<file path="config.mk">
export PLATFORM = sky130hd
export DESIGN_NAME = trans_buffers_lanes
export DESIGN_NICKNAME = d
export VERILOG_FILES = /design/src/rtl/trans_buffers_pkg.sv /design/src/rtl/trans_lane_fifo.sv /design/src/rtl/trans_buffers_lanes.sv
export SDC_FILE = /design/constraint.sdc
export NUM_CORES = 1
export LEC_CHECK = 0
export ABC_AREA = 1
export CORE_ASPECT_RATIO = 0.9
export CORE_MARGIN = 2
export CORE_UTILIZATION = 45
export DETAILED_ROUTE_END_ITERATION = 6
export GPL_ROUTABILITY_DRIVEN = 0
export HOLD_SLACK_MARGIN = 0.08
export PLACE_DENSITY = 0.67
export RECOVER_POWER = 50
export SYNTH_ARGS = -nofsm -noshare
export SYNTH_HDL_FRONTEND = slang
export SYNTH_SLANG_ARGS = --single-unit
</file>
<file path="constraint.sdc">
create_clock -name clk_i -period 6.2 [get_ports clk_i]
set_clock_uncertainty 0.05 [all_clocks]
set_input_delay 1.86 -clock clk_i [delete_from_list [all_inputs] [get_ports clk_i]]
set_output_delay 1.86 -clock clk_i [all_outputs]
set_load 0.05 [all_outputs]
</file>
<file path="src/rtl/trans_buffers_pkg.sv">
// ----------------------------------------------------------------------------
// trans_buffers_pkg
// Shared constants and width helpers for the lane transfer buffers.
//   DEFAULT_LANE_WIDTH : default data bits per lane
//   DEFAULT_DEPTH      : default entries per lane FIFO
//   strb_width()       : byte-strobe bits for one lane
//   level_width()      : bits needed to hold an occupancy of 0..depth
// ----------------------------------------------------------------------------
package trans_buffers_pkg;

  localparam int DEFAULT_LANE_WIDTH = 32;
  localparam int DEFAULT_DEPTH      = 4;

  function automatic int strb_width(input int lane_width);
    return lane_width / 8;
  endfunction

  // An occupancy counter must represent both 0 and depth, hence depth+1.
  function automatic int level_width(input int depth);
    return $clog2(depth + 1);
  endfunction

endpackage

</file>
<file path="src/rtl/trans_lane_fifo.sv">
// ----------------------------------------------------------------------------
// trans_lane_fifo
// Single-lane FIFO with req/gnt handshakes on both sides.
//   clk_i, rst_i      : clock, synchronous active-high reset
//   flush_i           : synchronous clear of pointers/count; blocks all grants
//   push_dat_i/req/gnt: write side, gnt = not full
//   pop_dat_o/req/gnt : read side, gnt = not empty, data = head entry
//   count_o           : current occupancy 0..DEPTH
// Any DEPTH >= 1 is supported; pointers wrap explicitly at DEPTH-1.
// ----------------------------------------------------------------------------
module trans_lane_fifo
  import trans_buffers_pkg::*;
#(
  parameter int DATA_WIDTH = DEFAULT_LANE_WIDTH,
  parameter int DEPTH      = DEFAULT_DEPTH
) (
  input  logic                          clk_i,
  input  logic                          rst_i,
  input  logic                          flush_i,
  input  logic [DATA_WIDTH-1:0]         push_dat_i,
  input  logic                          push_req_i,
  output logic                          push_gnt_o,
  output logic [DATA_WIDTH-1:0]         pop_dat_o,
  input  logic                          pop_req_i,
  output logic                          pop_gnt_o,
  output logic [level_width(DEPTH)-1:0] count_o
);

  localparam int PTR_W = (DEPTH > 1) ? $clog2(DEPTH) : 1;
  localparam int CNT_W = level_width(DEPTH);

  logic [DATA_WIDTH-1:0] mem [DEPTH];
  logic [PTR_W-1:0]      rd_ptr_reg;
  logic [PTR_W-1:0]      wr_ptr_reg;
  logic [CNT_W-1:0]      count_reg;

  logic full;
  logic empty;
  logic blocked;
  logic push_fire;
  logic pop_fire;

  function automatic logic [PTR_W-1:0] ptr_inc(input logic [PTR_W-1:0] p);
    return (p == PTR_W'(DEPTH - 1)) ? '0 : p + 1'b1;
  endfunction

  assign full    = (count_reg == CNT_W'(DEPTH));
  assign empty   = (count_reg == '0);
  // Reset and flush both withhold grants so no handshake can complete
  // in a cycle whose state update is discarded anyway.
  assign blocked = rst_i | flush_i;

  assign push_gnt_o = ~blocked & ~full;
  assign pop_gnt_o  = ~blocked & ~empty;
  assign push_fire  = push_req_i & push_gnt_o;
  assign pop_fire   = pop_req_i & pop_gnt_o;

  // Head entry straight from storage; only meaningful while pop_gnt_o=1.
  assign pop_dat_o = mem[rd_ptr_reg];
  assign count_o   = count_reg;

  // Storage is deliberately not reset.
  always_ff @(posedge clk_i) begin
    if (push_fire) begin
      mem[wr_ptr_reg] <= push_dat_i;
    end
  end

  always_ff @(posedge clk_i) begin
    if (rst_i || flush_i) begin
      rd_ptr_reg <= '0;
      wr_ptr_reg <= '0;
      count_reg  <= '0;
    end else begin
      if (push_fire) begin
        wr_ptr_reg <= ptr_inc(wr_ptr_reg);
      end
      if (pop_fire) begin
        rd_ptr_reg <= ptr_inc(rd_ptr_reg);
      end
      case ({push_fire, pop_fire})
        2'b10:   count_reg <= count_reg + 1'b1;
        2'b01:   count_reg <= count_reg - 1'b1;
        default: count_reg <= count_reg;
      endcase
    end
  end

endmodule

</file>
<file path="src/rtl/trans_buffers_lanes.sv">
// ----------------------------------------------------------------------------
// trans_buffers_lanes
// N_LANES independent TX and RX lane FIFOs between a per-lane TCDM side and
// a wide lockstep EXT side.
//   clk_i, rst_i, flush_i           : clock, sync reset, sync flush
//   tx_push_dat_i/req_i/gnt_o       : TCDM -> TX lanes, per-lane handshake
//   tx_pop_dat_o/req_i/gnt_o        : TX lanes -> EXT, one wide word
//   rx_push_dat_i/strb_i/req_i/gnt_o: EXT -> RX lanes, one wide word
//   rx_pop_dat_o/strb_o/req_i/gnt_o : RX lanes -> TCDM, per-lane handshake
// Lane k occupies bits [k*LANE_WIDTH +: LANE_WIDTH] (strobes [k*LANE_WIDTH/8
// +: LANE_WIDTH/8]); lane 0 is in the LSBs.
// Optional macro TRANS_BUFFERS_LEVEL_EN adds tx_level_o / rx_level_o, the
// minimum occupancy across the TX / RX lanes.
// ----------------------------------------------------------------------------
module trans_buffers_lanes
  import trans_buffers_pkg::*;
#(
  parameter int N_LANES    = 2,
  parameter int LANE_WIDTH = DEFAULT_LANE_WIDTH,
  parameter int TX_DEPTH   = DEFAULT_DEPTH,
  parameter int RX_DEPTH   = DEFAULT_DEPTH
) (
  input  logic                                        clk_i,
  input  logic                                        rst_i,
  input  logic                                        flush_i,
  input  logic [N_LANES*LANE_WIDTH-1:0]               tx_push_dat_i,
  input  logic [N_LANES-1:0]                          tx_push_req_i,
  output logic [N_LANES-1:0]                          tx_push_gnt_o,
  output logic [N_LANES*LANE_WIDTH-1:0]               rx_pop_dat_o,
  output logic [N_LANES*strb_width(LANE_WIDTH)-1:0]   rx_pop_strb_o,
  input  logic [N_LANES-1:0]                          rx_pop_req_i,
  output logic [N_LANES-1:0]                          rx_pop_gnt_o,
  output logic [N_LANES*LANE_WIDTH-1:0]               tx_pop_dat_o,
  input  logic                                        tx_pop_req_i,
  output logic                                        tx_pop_gnt_o,
  input  logic [N_LANES*LANE_WIDTH-1:0]               rx_push_dat_i,
  input  logic [N_LANES*strb_width(LANE_WIDTH)-1:0]   rx_push_strb_i,
  input  logic                                        rx_push_req_i,
  output logic                                        rx_push_gnt_o
`ifdef TRANS_BUFFERS_LEVEL_EN
  ,
  output logic [level_width(TX_DEPTH)-1:0]            tx_level_o,
  output logic [level_width(RX_DEPTH)-1:0]            rx_level_o
`endif
);

  localparam int SW  = strb_width(LANE_WIDTH);
  localparam int RXW = LANE_WIDTH + SW;
  localparam int TLW = level_width(TX_DEPTH);
  localparam int RLW = level_width(RX_DEPTH);

  logic [N_LANES-1:0]            tx_pop_gnt_lane;
  logic [N_LANES-1:0]            rx_push_gnt_lane;
  logic [N_LANES-1:0][TLW-1:0]   tx_count;
  logic [N_LANES-1:0][RLW-1:0]   rx_count;
  logic [N_LANES-1:0][RXW-1:0]   rx_pop_word;
  logic                          tx_pop_fire;
  logic                          rx_push_fire;

  // The EXT side moves a full word only when every lane can take part.
  // Lane grants never depend on requests, so this AND has no loop.
  assign tx_pop_gnt_o  = &tx_pop_gnt_lane;
  assign rx_push_gnt_o = &rx_push_gnt_lane;

  // Fan the lockstep handshake out as the per-lane request, so a lane
  // only moves when all of them do.
  assign tx_pop_fire  = tx_pop_req_i & tx_pop_gnt_o;
  assign rx_push_fire = rx_push_req_i & rx_push_gnt_o;

  generate
    for (genvar gi = 0; gi < N_LANES; gi++) begin : g_lane
      trans_lane_fifo #(
        .DATA_WIDTH (LANE_WIDTH),
        .DEPTH      (TX_DEPTH)
      ) u_tx_fifo (
        .clk_i      (clk_i),
        .rst_i      (rst_i),
        .flush_i    (flush_i),
        .push_dat_i (tx_push_dat_i[gi*LANE_WIDTH +: LANE_WIDTH]),
        .push_req_i (tx_push_req_i[gi]),
        .push_gnt_o (tx_push_gnt_o[gi]),
        .pop_dat_o  (tx_pop_dat_o[gi*LANE_WIDTH +: LANE_WIDTH]),
        .pop_req_i  (tx_pop_fire),
        .pop_gnt_o  (tx_pop_gnt_lane[gi]),
        .count_o    (tx_count[gi])
      );

      // RX entries carry the strobes in the upper bits: {strb, data}.
      trans_lane_fifo #(
        .DATA_WIDTH (RXW),
        .DEPTH      (RX_DEPTH)
      ) u_rx_fifo (
        .clk_i      (clk_i),
        .rst_i      (rst_i),
        .flush_i    (flush_i),
        .push_dat_i ({rx_push_strb_i[gi*SW +: SW],
                      rx_push_dat_i[gi*LANE_WIDTH +: LANE_WIDTH]}),
        .push_req_i (rx_push_fire),
        .push_gnt_o (rx_push_gnt_lane[gi]),
        .pop_dat_o  (rx_pop_word[gi]),
        .pop_req_i  (rx_pop_req_i[gi]),
        .pop_gnt_o  (rx_pop_gnt_o[gi]),
        .count_o    (rx_count[gi])
      );

      assign rx_pop_dat_o[gi*LANE_WIDTH +: LANE_WIDTH] = rx_pop_word[gi][LANE_WIDTH-1:0];
      assign rx_pop_strb_o[gi*SW +: SW]                = rx_pop_word[gi][RXW-1:LANE_WIDTH];
    end
  endgenerate

`ifdef TRANS_BUFFERS_LEVEL_EN
  // Minimum occupancy = number of complete wide words available (TX) or
  // guaranteed free-side depth consumed (RX).
  always_comb begin
    tx_level_o = tx_count[0];
    for (int k = 1; k < N_LANES; k++) begin
      if (tx_count[k] < tx_level_o) begin
        tx_level_o = tx_count[k];
      end
    end
  end

  always_comb begin
    rx_level_o = rx_count[0];
    for (int k = 1; k < N_LANES; k++) begin
      if (rx_count[k] < rx_level_o) begin
        rx_level_o = rx_count[k];
      end
    end
  end
`else
  // Occupancy counts have no consumer without the level outputs; this sink
  // keeps them visibly intentional and is trimmed away in synthesis.
  logic unused_counts;
  assign unused_counts = ^{tx_count, rx_count};
`endif

endmodule

</file>
==> results by group, run 1 <==
Floorplan
  • Initial core utilization: 45.4%
  • Die Span Y: 214 microns
  • Die W: 238 microns
  • Die Area: 51000 sq um
  • Core area: 48800 sq um
  • Cell Rows: 77
  • Boundary Pins: 287

Finish
  • Final std cells w/o fill: 2556
  • Top Registers: g_lane.u_rx_fifo.mem (288), g_lane.u_tx_fifo.mem (256)
  • Most common cell after layout, fill and taps aside: edfxtp_1
  • Design Area, Final: 27600 sq um
  • Layout cells sized above 1: 8.60%
  • Most frequent cells in the layout: 544 x edfxtp_1, 292 x nor2_1, 263 x o21ai_0
  • Number of flip-flops under the largest register name: 288
  • Biggest register: g_lane.u_rx_fifo.mem
  • Area Overhead vs Synth: 24.6%
  • Layout net count: 2047

Synth
  • Post-Synthesis Net Count: 1757
  • Share of flip-flops with an asynchronous set or reset: 0%
  • Synth Area in Simple Gates: 6.98%
  • Compound-Gate Fraction of Synth Area: 11.0%
  • Prevailing post-synth register cell: edfxtp_1
  • Yosys cell types: 33
  • Sequential area share after synthesis: 77.0%
  • Xor-xnor portion of the synthesized cell area: 0%
  • Cells after synthesis: 1584
  • Largest family of logic cells by synthesized area: compound AO/OA/AOI/OAI gates
  • Multiplexer share of the synthesized area: 0%
  • EDFF count, synth: 544
  • Mapped Area: 22200 sq um
  • Avg Inst Size Synth: 14.0 sq um
  • Post-synthesis register bit count: 580
  • Adder-Cell Fraction of Synth Area: 1.72%
  • Yosys warns: 0

Clock network
  • CTS resizes: 0
  • H-tree depth: 2
  • Number of setup buffers added after CTS: 0
  • Clock transition at path regs: 60 ps
  • Bufs on Longest Clock Path: 3
  • Latest clock arrival within the worst-skew pair: 590 ps
  • Post-CTS Hold Buffers: 0
  • CTS tree: yes
  • Num CTS Buffers: 58
  • Sink Count: 580
  • Clk root buf: clkbuf_16

Flow run
  • Max cap viols: 3

Worst setup path
  • Worst stage delay on the critical path: 840 ps
  • Worst-path fanout max: 6
  • Critical Path AT: 3670 ps
  • Worst path slowest cell: clkdlybuf4s50_1
  • Startpoint types: input port
  • Critical path class: input port to output port
  • CP endpoint kind: output port
  • Critical Path RT: 4290 ps
  • Crit-path cells: dlygate4sd3_1 > inv_1 > nand2_2 > a31oi_1 > clkdlybuf4s50_1

Routing
  • Total wire length: 47800 microns
  • DRT antenna net count: 0
  • DR iter-0 viols: 939
  • DR pass1 iterations: 5
  • Vias per std cell: 5.27
  • Number of remaining DRC errors: 0
  • Drt wl/cell: 18.7 microns
  • Total number of vias: 13472

Global routing
  • First-pass GRT wire length: 74100 microns
  • Grt total ovfl: 0
  • Initial antenna violation count: 7
  • Vias in the first global route: 13350
  • Tot GR Track Use: 18.6%
  • Largest net degree at the start of global routing: 73

STA
  • Max-slew violations: 99
  • Worst Tran Pin Value: 2110 ps
  • Tmin final: 5580 ps
  • Final hold vios: 0
  • Fmax achieved: 179 MHz
  • Setup Viol. Count Final: 0
  • Final worst slack: 617 ps
  • Unrepaired setup endpoints after global routing: false
  • Period utilisation layout: 90.0%
  • Fin Setup TNS: 0 ps
  • Slew margin rel.: -40.8%

Placed design
  • Placed Instance Area: 25700 sq um
  • Port-buffer cells: 286
  • DP HPWL: 27100 microns
  • DP Cell Count: 2446
  • Post-Place Worst Slack: 643 ps

Pwr
  • Total power: 8.27 mW
  • PwrDens: 299 nW/um^2
  • Max IR drop VDD: 0.227 mV
  • Leak Pwr: 9.32 nW

Run status
  • Failing checks: capacitance limit, slew limit
  • Status: finished, violations left

Min path
  • HP Class: flop to flop
worst max-delay path, delay by kind of cell:
kind            cells  cell delay, ps
compound gates      1             220
buf+inv             3            1470
simple gates        1             120
logic make-up after synthesis:
kind of cell             after synthesis
AND/OR/NAND/NOR                      375
AO/OA/AOI/OAI                        443
flip-flops                           580
adder cells (fa/ha/maj)               28
buffers and inverters                158
Yosys cell counts, types with 6 or more instances:
cell | instances | share of area, %
inv_1 | 64 | 1.1
dfxtp_1 | 36 | 3.3
nand2_1 | 29 | 0.49
nand3_1 | 16 | 0.36
nand4_1 | 7 | 0.20
a21oi_2 | 6 | 0.24
clkbuf_1 | 32 | 0.54
o22ai_1 | 137 | 3.9
ha_1 | 24 | 1.4
edfxtp_1 | 544 | 74
a21oi_1 | 10 | 0.23
o21ai_1 | 20 | 0.45
buf_2 | 39 | 0.88
buf_4 | 12 | 0.41
nor2_1 | 307 | 5.2
o21ai_0 | 261 | 5.9
cell type report:
type	count	area, sq um
clock inverters	26	312
multi-input cells	846	4430
well taps	632	791
flip-flops and latches	580	17100
repair buffers	320	3100
diodes	5	12.5
fillers	3917	21200
inverters	68	255
clock buffers	79	1640
metal layers:
layer | wire (microns) | track usage (%)
met2 | 23000 | 29.9
met5 | 48 | 0
met3 | 2630 | 3.81
met1 | 21300 | 25.8
met4 | 854 | 5.05
per-stage QoR:
stage | hold slack [ps] | utilization [%]
global route | 429 | 56.5
CTS | 404 | 56.6
detailed placement | 397 | 52.6
finish | 403 | 56.5
global placement | 390 | 52.6
floorplan | 372 | -
path summary, 6_finish.rpt:
kind | startpoint | to | slack (ps) | cells after the start
setup reg to reg | g_lane[1].u_tx_fifo.count_o[0] | g_lane[1].u_tx_fifo.mem[3][6] | 3200 | 5
setup / recovery | flush_i | tx_push_gnt_o[1] | 620 | 5
hold / removal | g_lane[1].u_tx_fifo.count_o[0] | g_lane[1].u_tx_fifo.count_o[0] | 400 | 1
hold reg to reg | g_lane[1].u_tx_fifo.count_o[0] | g_lane[1].u_tx_fifo.count_o[0] | 400 | 1
report_power, final:
part / internal (mW) / leakage (nW) / switching [mW] / total [mW]
Combinational: 0.141 / 3.17 / 0.248 / 0.389
Clock: 2.14 / 0.951 / 1.41 / 3.54
Sequential: 4.32 / 5.21 / 0.0107 / 4.33
Total: 6.60 / 9.32 / 1.66 / 8.27
Note: power is estimated with default switching activity, not from simulation.
==> run 2: changes to the inputs <==
--- a/config.mk
+++ b/config.mk
@@ -9,6 +9,8 @@
 export CORE_ASPECT_RATIO = 0.9
 export CORE_MARGIN = 2
 export CORE_UTILIZATION = 45
+export CTS_CLUSTER_DIAMETER = 50
+export CTS_CLUSTER_SIZE = 20
 export DETAILED_ROUTE_END_ITERATION = 6
 export GPL_ROUTABILITY_DRIVEN = 0
 export HOLD_SLACK_MARGIN = 0.08
==> results by group, run 2 (synthesized netlist as in run 1, its figures left out) <==
Clock network
  • Clock transition at path regs: 80 ps (+20 ps)
  • Latest clock arrival within the worst-skew pair: 580 ps (about the same)
  • H-tree depth: 2 (unchanged)
  • CTS resizes: 0 (unchanged)
  • Sink Count: 580 (unchanged)
  • Post-CTS Hold Buffers: 0 (unchanged)
  • Bufs on Longest Clock Path: 3 (unchanged)
  • Num CTS Buffers: 48 (-17%)
  • Number of setup buffers added after CTS: 0 (unchanged)
  • CTS tree: yes
  • Clk root buf: clkbuf_16

Placed design
  • Post-Place Worst Slack: 643 ps (unchanged)
  • Placed Instance Area: 25700 sq um (unchanged)
  • Port-buffer cells: 286 (unchanged)
  • DP HPWL: 27100 microns (unchanged)

Min path
  • HP Class: flop to flop
  • Hold EP: g_lane[1].u_tx_fifo.count_o[0]
  • Hold path cells: 1 (unchanged)
  • Hold Crit Start: g_lane[1].u_tx_fifo.count_o[0]

Floorplan
  • Die Span Y: 214 microns (unchanged)
  • Core area: 48800 sq um (unchanged)
  • Die W: 238 microns (unchanged)
  • Initial core utilization: 45.4% (unchanged)
  • Cell Rows: 77 (unchanged)
  • Boundary Pins: 287 (unchanged)
  • Die Area: 51000 sq um (unchanged)

Pwr
  • Clock Power Share: 39.8% (-3.1 points)
  • Leak Pwr: 9.16 nW (-1.8%)
  • Net Sw Power: 1.76 mW (+5.9%)
  • Sw frac: 22.5% (+2.4 points)
  • Max IR drop VDD: 0.238 mV (+5.2%)
  • Reg power frac: 55.3% (+2.9 points)
  • Logic gate share of total power: 5.0% (+0.3 points)
  • Internal power: 6.07 mW (-8.1%)
  • PwrDens: 287 nW/um^2 (-4.1%)

Worst setup path
  • Worst path slowest cell: clkdlybuf4s50_1
  • Crit-path cells: dlygate4sd3_1 > inv_1 > nand2_2 > a31oi_1 > clkdlybuf4s50_1
  • Crit path buffers/inverters: 3 (unchanged)
  • CP endpoint kind: output port
  • Worst stage delay on the critical path: 840 ps (about the same)
  • Critical Path RT: 4290 ps (about the same)
  • Critical R2R Launch: g_lane[1].u_tx_fifo.count_o[0]
  • Reg2reg end: g_lane[1].u_tx_fifo.mem[1][27]
  • R2R setup slack: 3150 ps (-50 ps)
  • R2R cell count: 5 (unchanged)
  • Worst-path fanout max: 6 (unchanged)
  • Startpoint types: input port
  • Critical Path AT: 3670 ps (about the same)
  • Critical path class: input port to output port
  • CP delay by family, top: buffers and inverters

Global routing
  • Largest net degree at the start of global routing: 73 (unchanged)
  • Vias in the first global route: 13305 (-0.34%)
  • Tot GR Track Use: 18.5% (-0.060 points)
  • Grt total ovfl: 0 (unchanged)
  • First-pass GRT wire length: 73800 microns (-0.41%)
  • Initial antenna violation count: 7 (unchanged)

STA
  • Setup Viol. Count Final: 0 (unchanged)
  • Unrepaired setup endpoints after global routing: false
  • Worst Tran Pin Value: 2130 ps (+22.9 ps)
  • Tmin final: 5580 ps (-5.01 ps)
  • Period utilisation layout: 90.0% (about the same)
  • Final hold vios: 0 (unchanged)
  • Max-slew violations: 132 (+33%)
  • Slew margin rel.: -42.3% (-1.5 points)
  • Final worst slack: 622 ps (+5.01 ps)
  • Fin Setup TNS: 0 ps (unchanged)
  • Fmax achieved: 179 MHz (about the same)
  • Min Hold Slack: 406 ps (+3.57 ps)

Finish
  • Final core utilization: 55.8% (-0.68 points)
  • Most frequent cells in the layout: 544 x edfxtp_1, 292 x nor2_1, 263 x o21ai_0
  • Most common cell after layout, fill and taps aside: edfxtp_1
  • Area Overhead vs Synth: 23.1%
  • Design Area, Final: 27300 sq um (-1.2%)
  • Number of flip-flops under the largest register name: 288 (unchanged)
  • Layout net count: 2037 (-0.49%)
  • Biggest register: g_lane.u_rx_fifo.mem
  • Top Registers: g_lane.u_rx_fifo.mem (288), g_lane.u_tx_fifo.mem (256)
  • Layout cells sized above 1: 8.58% (-0.019 points)

Routing
  • DR iter-0 viols: 898 (-4.4%)
  • Total number of vias: 13434 (-0.28%)
  • DR pass1 iterations: 5 (unchanged)
  • Total wire length: 47700 microns (-0.20%)
  • Vias per std cell: 5.30 (+0.50%)
  • Drt wl/cell: 18.8 microns (+0.59%)
  • DRT antenna net count: 0 (unchanged)
  • Number of remaining DRC errors: 0 (unchanged)

Run status
  • Status: finished, violations left
  • Failing checks: capacitance limit, slew limit

Flow run
  • Max cap viols: 4 (+1)
## run 2: cell types whose count changed in the layout (fill, tap and decap cells not counted), sizes merged
cell and change:
clkinvlp +2, bufinv -5, buf -1, clkbuf -28, diode -1, clkinv -3
inv +16
## run 2: power by group through the flow
stage	Clock (mW)	Combinational, mW	Sequential [mW]
after floorplan	0	0.190	4.42
after global placement	0	0.402	4.41
after detailed placement	0	0.410	4.42
after CTS	3.19	0.412	4.33
after global routing	3.32	0.416	4.33
final	3.11	0.389	4.33
## run 2: how the worst max path moves through the flow
stage | from | slack [ps] | to | cells past startpoint
final | flush_i | 620 | tx_push_gnt_o[1] | 5
after global placement | rst_i | 640 | tx_push_gnt_o[1] | 5
after CTS | flush_i | 620 | tx_push_gnt_o[1] | 5
after floorplan | flush_i | 1830 | tx_pop_gnt_o | 3
after detailed placement | flush_i | 640 | tx_push_gnt_o[1] | 5
after global routing | flush_i | 500 | tx_push_gnt_o[1] | 5
## run 2: metrics by stage
step                      power [mW]  instances
after floorplan                 4.61       1584
after global placement          4.82       2446
after detailed placement        4.82       2446
after CTS                       7.93       2532
after global routing            8.07       2534
final                           7.83       2536
## run 2: layout make-up
class	count	area [sq um]
Antenna cell	4	10.0
Clock buffer	50	1230
Clock inverter	36	399
Fill cell	3939	21600
Inverter	68	255
Multi-Input combinational cell	846	4430
Sequential cell	580	17100
Tap cell	632	791
Timing Repair Buffer	320	3090
## run 2: layer usage
metal  vias to the layer above  track usage (%)  wire length (microns)
li1                       6430                -                      -
met1                      6616             25.3                  21200
met2                       305             30.2                  23000
met3                        75             3.68                   2460
met4                         8             5.39                    970
met5                         -                0                     50
==> run 3: changes to the inputs <==
--- a/config.mk
+++ b/config.mk
@@ -6,14 +6,12 @@
 export NUM_CORES = 1
 export LEC_CHECK = 0
 export ABC_AREA = 1
-export CORE_ASPECT_RATIO = 0.9
 export CORE_MARGIN = 2
 export CORE_UTILIZATION = 45
 export CTS_CLUSTER_DIAMETER = 50
 export CTS_CLUSTER_SIZE = 20
 export DETAILED_ROUTE_END_ITERATION = 6
 export GPL_ROUTABILITY_DRIVEN = 0
-export HOLD_SLACK_MARGIN = 0.08
 export PLACE_DENSITY = 0.67
 export RECOVER_POWER = 50
 export SYNTH_ARGS = -nofsm -noshare
==> results by group, run 3 (synthesized netlist as in run 1, its figures left out) <==
Finish
  • Layout net count: 2037 (unchanged)
  • Design Area, Final: 27300 sq um (+0.17%)
  • Biggest register: g_lane.u_rx_fifo.mem
  • Number of flip-flops under the largest register name: 288 (unchanged)
  • Layout cells sized above 1: 8.42% (-0.16 points)
  • Most common cell after layout, fill and taps aside: edfxtp_1
  • Most frequent cells in the layout: 544 x edfxtp_1, 293 x nor2_1, 261 x o21ai_0
  • Top Registers: g_lane.u_rx_fifo.mem (288), g_lane.u_tx_fifo.mem (256)
  • Final core utilization: 56.0% (+0.21 points)
  • Area Overhead vs Synth: 23.3%

Floorplan
  • Die Span Y: 226 microns (+5.3%)
  • Cell Rows: 81 (+5.2%)
  • Die Area: 51000 sq um (about the same)
  • Core area: 48700 sq um (-0.20%)
  • Initial core utilization: 45.4% (+0.091 points)
  • Die W: 226 microns (-5.0%)
  • Boundary Pins: 287 (unchanged)

Worst setup path
  • Critical path class: input port to output port
  • Crit-path cells: dlygate4sd3_1 > inv_1 > nand2_1 > a21oi_1 > clkdlybuf4s50_1
  • Critical Path RT: 4290 ps (about the same)
  • Startpoint types: input port
  • Worst path slowest cell: clkdlybuf4s50_1
  • Worst stage delay on the critical path: 860 ps (+20 ps)
  • CP endpoint kind: output port
  • Worst-path fanout max: 6 (unchanged)
  • Critical Path AT: 3870 ps (+200 ps)

Global routing
  • Initial antenna violation count: 10 (+3)
  • Tot GR Track Use: 18.3% (-0.19 points)
  • First-pass GRT wire length: 72100 microns (-2.3%)
  • Largest net degree at the start of global routing: 73 (unchanged)
  • Grt total ovfl: 0 (unchanged)
  • Vias in the first global route: 13180 (-0.94%)

Routing
  • Vias per std cell: 5.23 (-1.2%)
  • Total wire length: 47600 microns (-0.35%)
  • DRT antenna net count: 0 (unchanged)
  • DR pass1 iterations: 5 (unchanged)
  • Number of remaining DRC errors: 0 (unchanged)
  • Drt wl/cell: 18.5 microns (-1.7%)
  • DR iter-0 viols: 841 (-6.3%)
  • Total number of vias: 13463 (+0.22%)

STA
  • Fin Setup TNS: 0 ps (unchanged)
  • Worst Tran Pin Value: 2130 ps (-8.20 ps)
  • Final hold vios: 0 (unchanged)
  • Fmax achieved: 173 MHz (-3.5%)
  • Final worst slack: 418 ps (-204 ps)
  • Tmin final: 5780 ps (+204 ps)
  • Slew margin rel.: -41.7% (+0.55 points)
  • Unrepaired setup endpoints after global routing: false
  • Period utilisation layout: 93.3% (+3.3 points)
  • Setup Viol. Count Final: 0 (unchanged)
  • Max-slew violations: 99 (-25%)

Clock network
  • CTS resizes: 0 (unchanged)
  • H-tree depth: 2 (unchanged)
  • Clk root buf: clkbuf_16
  • Bufs on Longest Clock Path: 3 (unchanged)
  • CTS tree: yes
  • Latest clock arrival within the worst-skew pair: 580 ps (about the same)
  • Number of setup buffers added after CTS: 0 (unchanged)
  • Num CTS Buffers: 47 (-2.1%)
  • Post-CTS Hold Buffers: 0 (unchanged)
  • Clock transition at path regs: 80 ps (about the same)
  • Sink Count: 580 (unchanged)

Flow run
  • Max cap viols: 3 (-1)

Pwr
  • PwrDens: 287 nW/um^2 (about the same)
  • Leak Pwr: 9.17 nW (about the same)
  • Max IR drop VDD: 0.257 mV (+7.7%)
  • Total power: 7.85 mW (+0.21%)

Placed design
  • DP HPWL: 27100 microns (-0.17%)
  • Placed Instance Area: 25700 sq um (+0.18%)
  • Port-buffer cells: 286 (unchanged)
  • Post-Place Worst Slack: 597 ps (-46.3 ps)

Run status
  • Failing checks: capacitance limit, slew limit
  • Status: finished, violations left

Min path
  • HP Class: flop to flop
[run 3: cell types whose count changed in the layout (fill, tap and decap cells not counted), sizes merged]
cell,previous run,this run
inv,86,80
diode,4,8
buf,31,34
bufinv,2,4
clkinv,12,14
clkbuf,55,54
clkdlybuf4s50,147,146
clkinvlp,4,5
[run 3: worst max-delay path, delay by kind of cell]
family	cells	cell delay, ps
buf+inv	3	1470
simple gates	1	220
compound gates	1	320
[run 3: cell type report]
type / count / area, sq um
clock buffer: 50 / 1230
fill: 3890 / 21400
sequential: 580 / 17100
tap: 664 / 831
inverter: 68 / 255
multi-input combinational: 846 / 4400
antenna: 8 / 20.0
clock inverter: 35 / 413
timing repair buffer: 321 / 3100
[run 3: routing by layer]
metal  GRT usage (%)  wire length (microns)  vias up
met2            30.2                  23000      329
met4            6.05                   1140       16
met5               0                    114        -
met1            23.6                  20100     6602
li1                -                      -     6429
met3            4.94                   3220       87
[run 3: path summary, 6_finish.rpt]
check	start	end	slack, ps	depth (start not counted)
max reg2reg	g_lane[0].u_tx_fifo.count_o[1]	g_lane[0].u_tx_fifo.mem[0][3]	3000	5
min reg2reg	g_lane[1].u_tx_fifo.count_o[0]	g_lane[1].u_tx_fifo.count_o[0]	410	1
max	flush_i	tx_push_gnt_o[0]	420	5
min	g_lane[1].u_tx_fifo.count_o[0]	g_lane[1].u_tx_fifo.count_o[0]	410	1
[run 3: where the power goes]
| group | leakage, nW | internal [mW] | switching, mW |
|---|---|---|---|
| Combinational | 3.17 | 0.141 | 0.246 |
| Clock | 0.791 | 1.67 | 1.46 |
| Sequential | 5.21 | 4.32 | 0.0104 |
[run 3: per-stage QoR]
stage | hold slack (ps) | instances
after floorplan | 372 | 1584
after global placement | 386 | 2479
after detailed placement | 398 | 2479
after CTS | 410 | 2564
after global routing | 448 | 2565
final | 414 | 2572
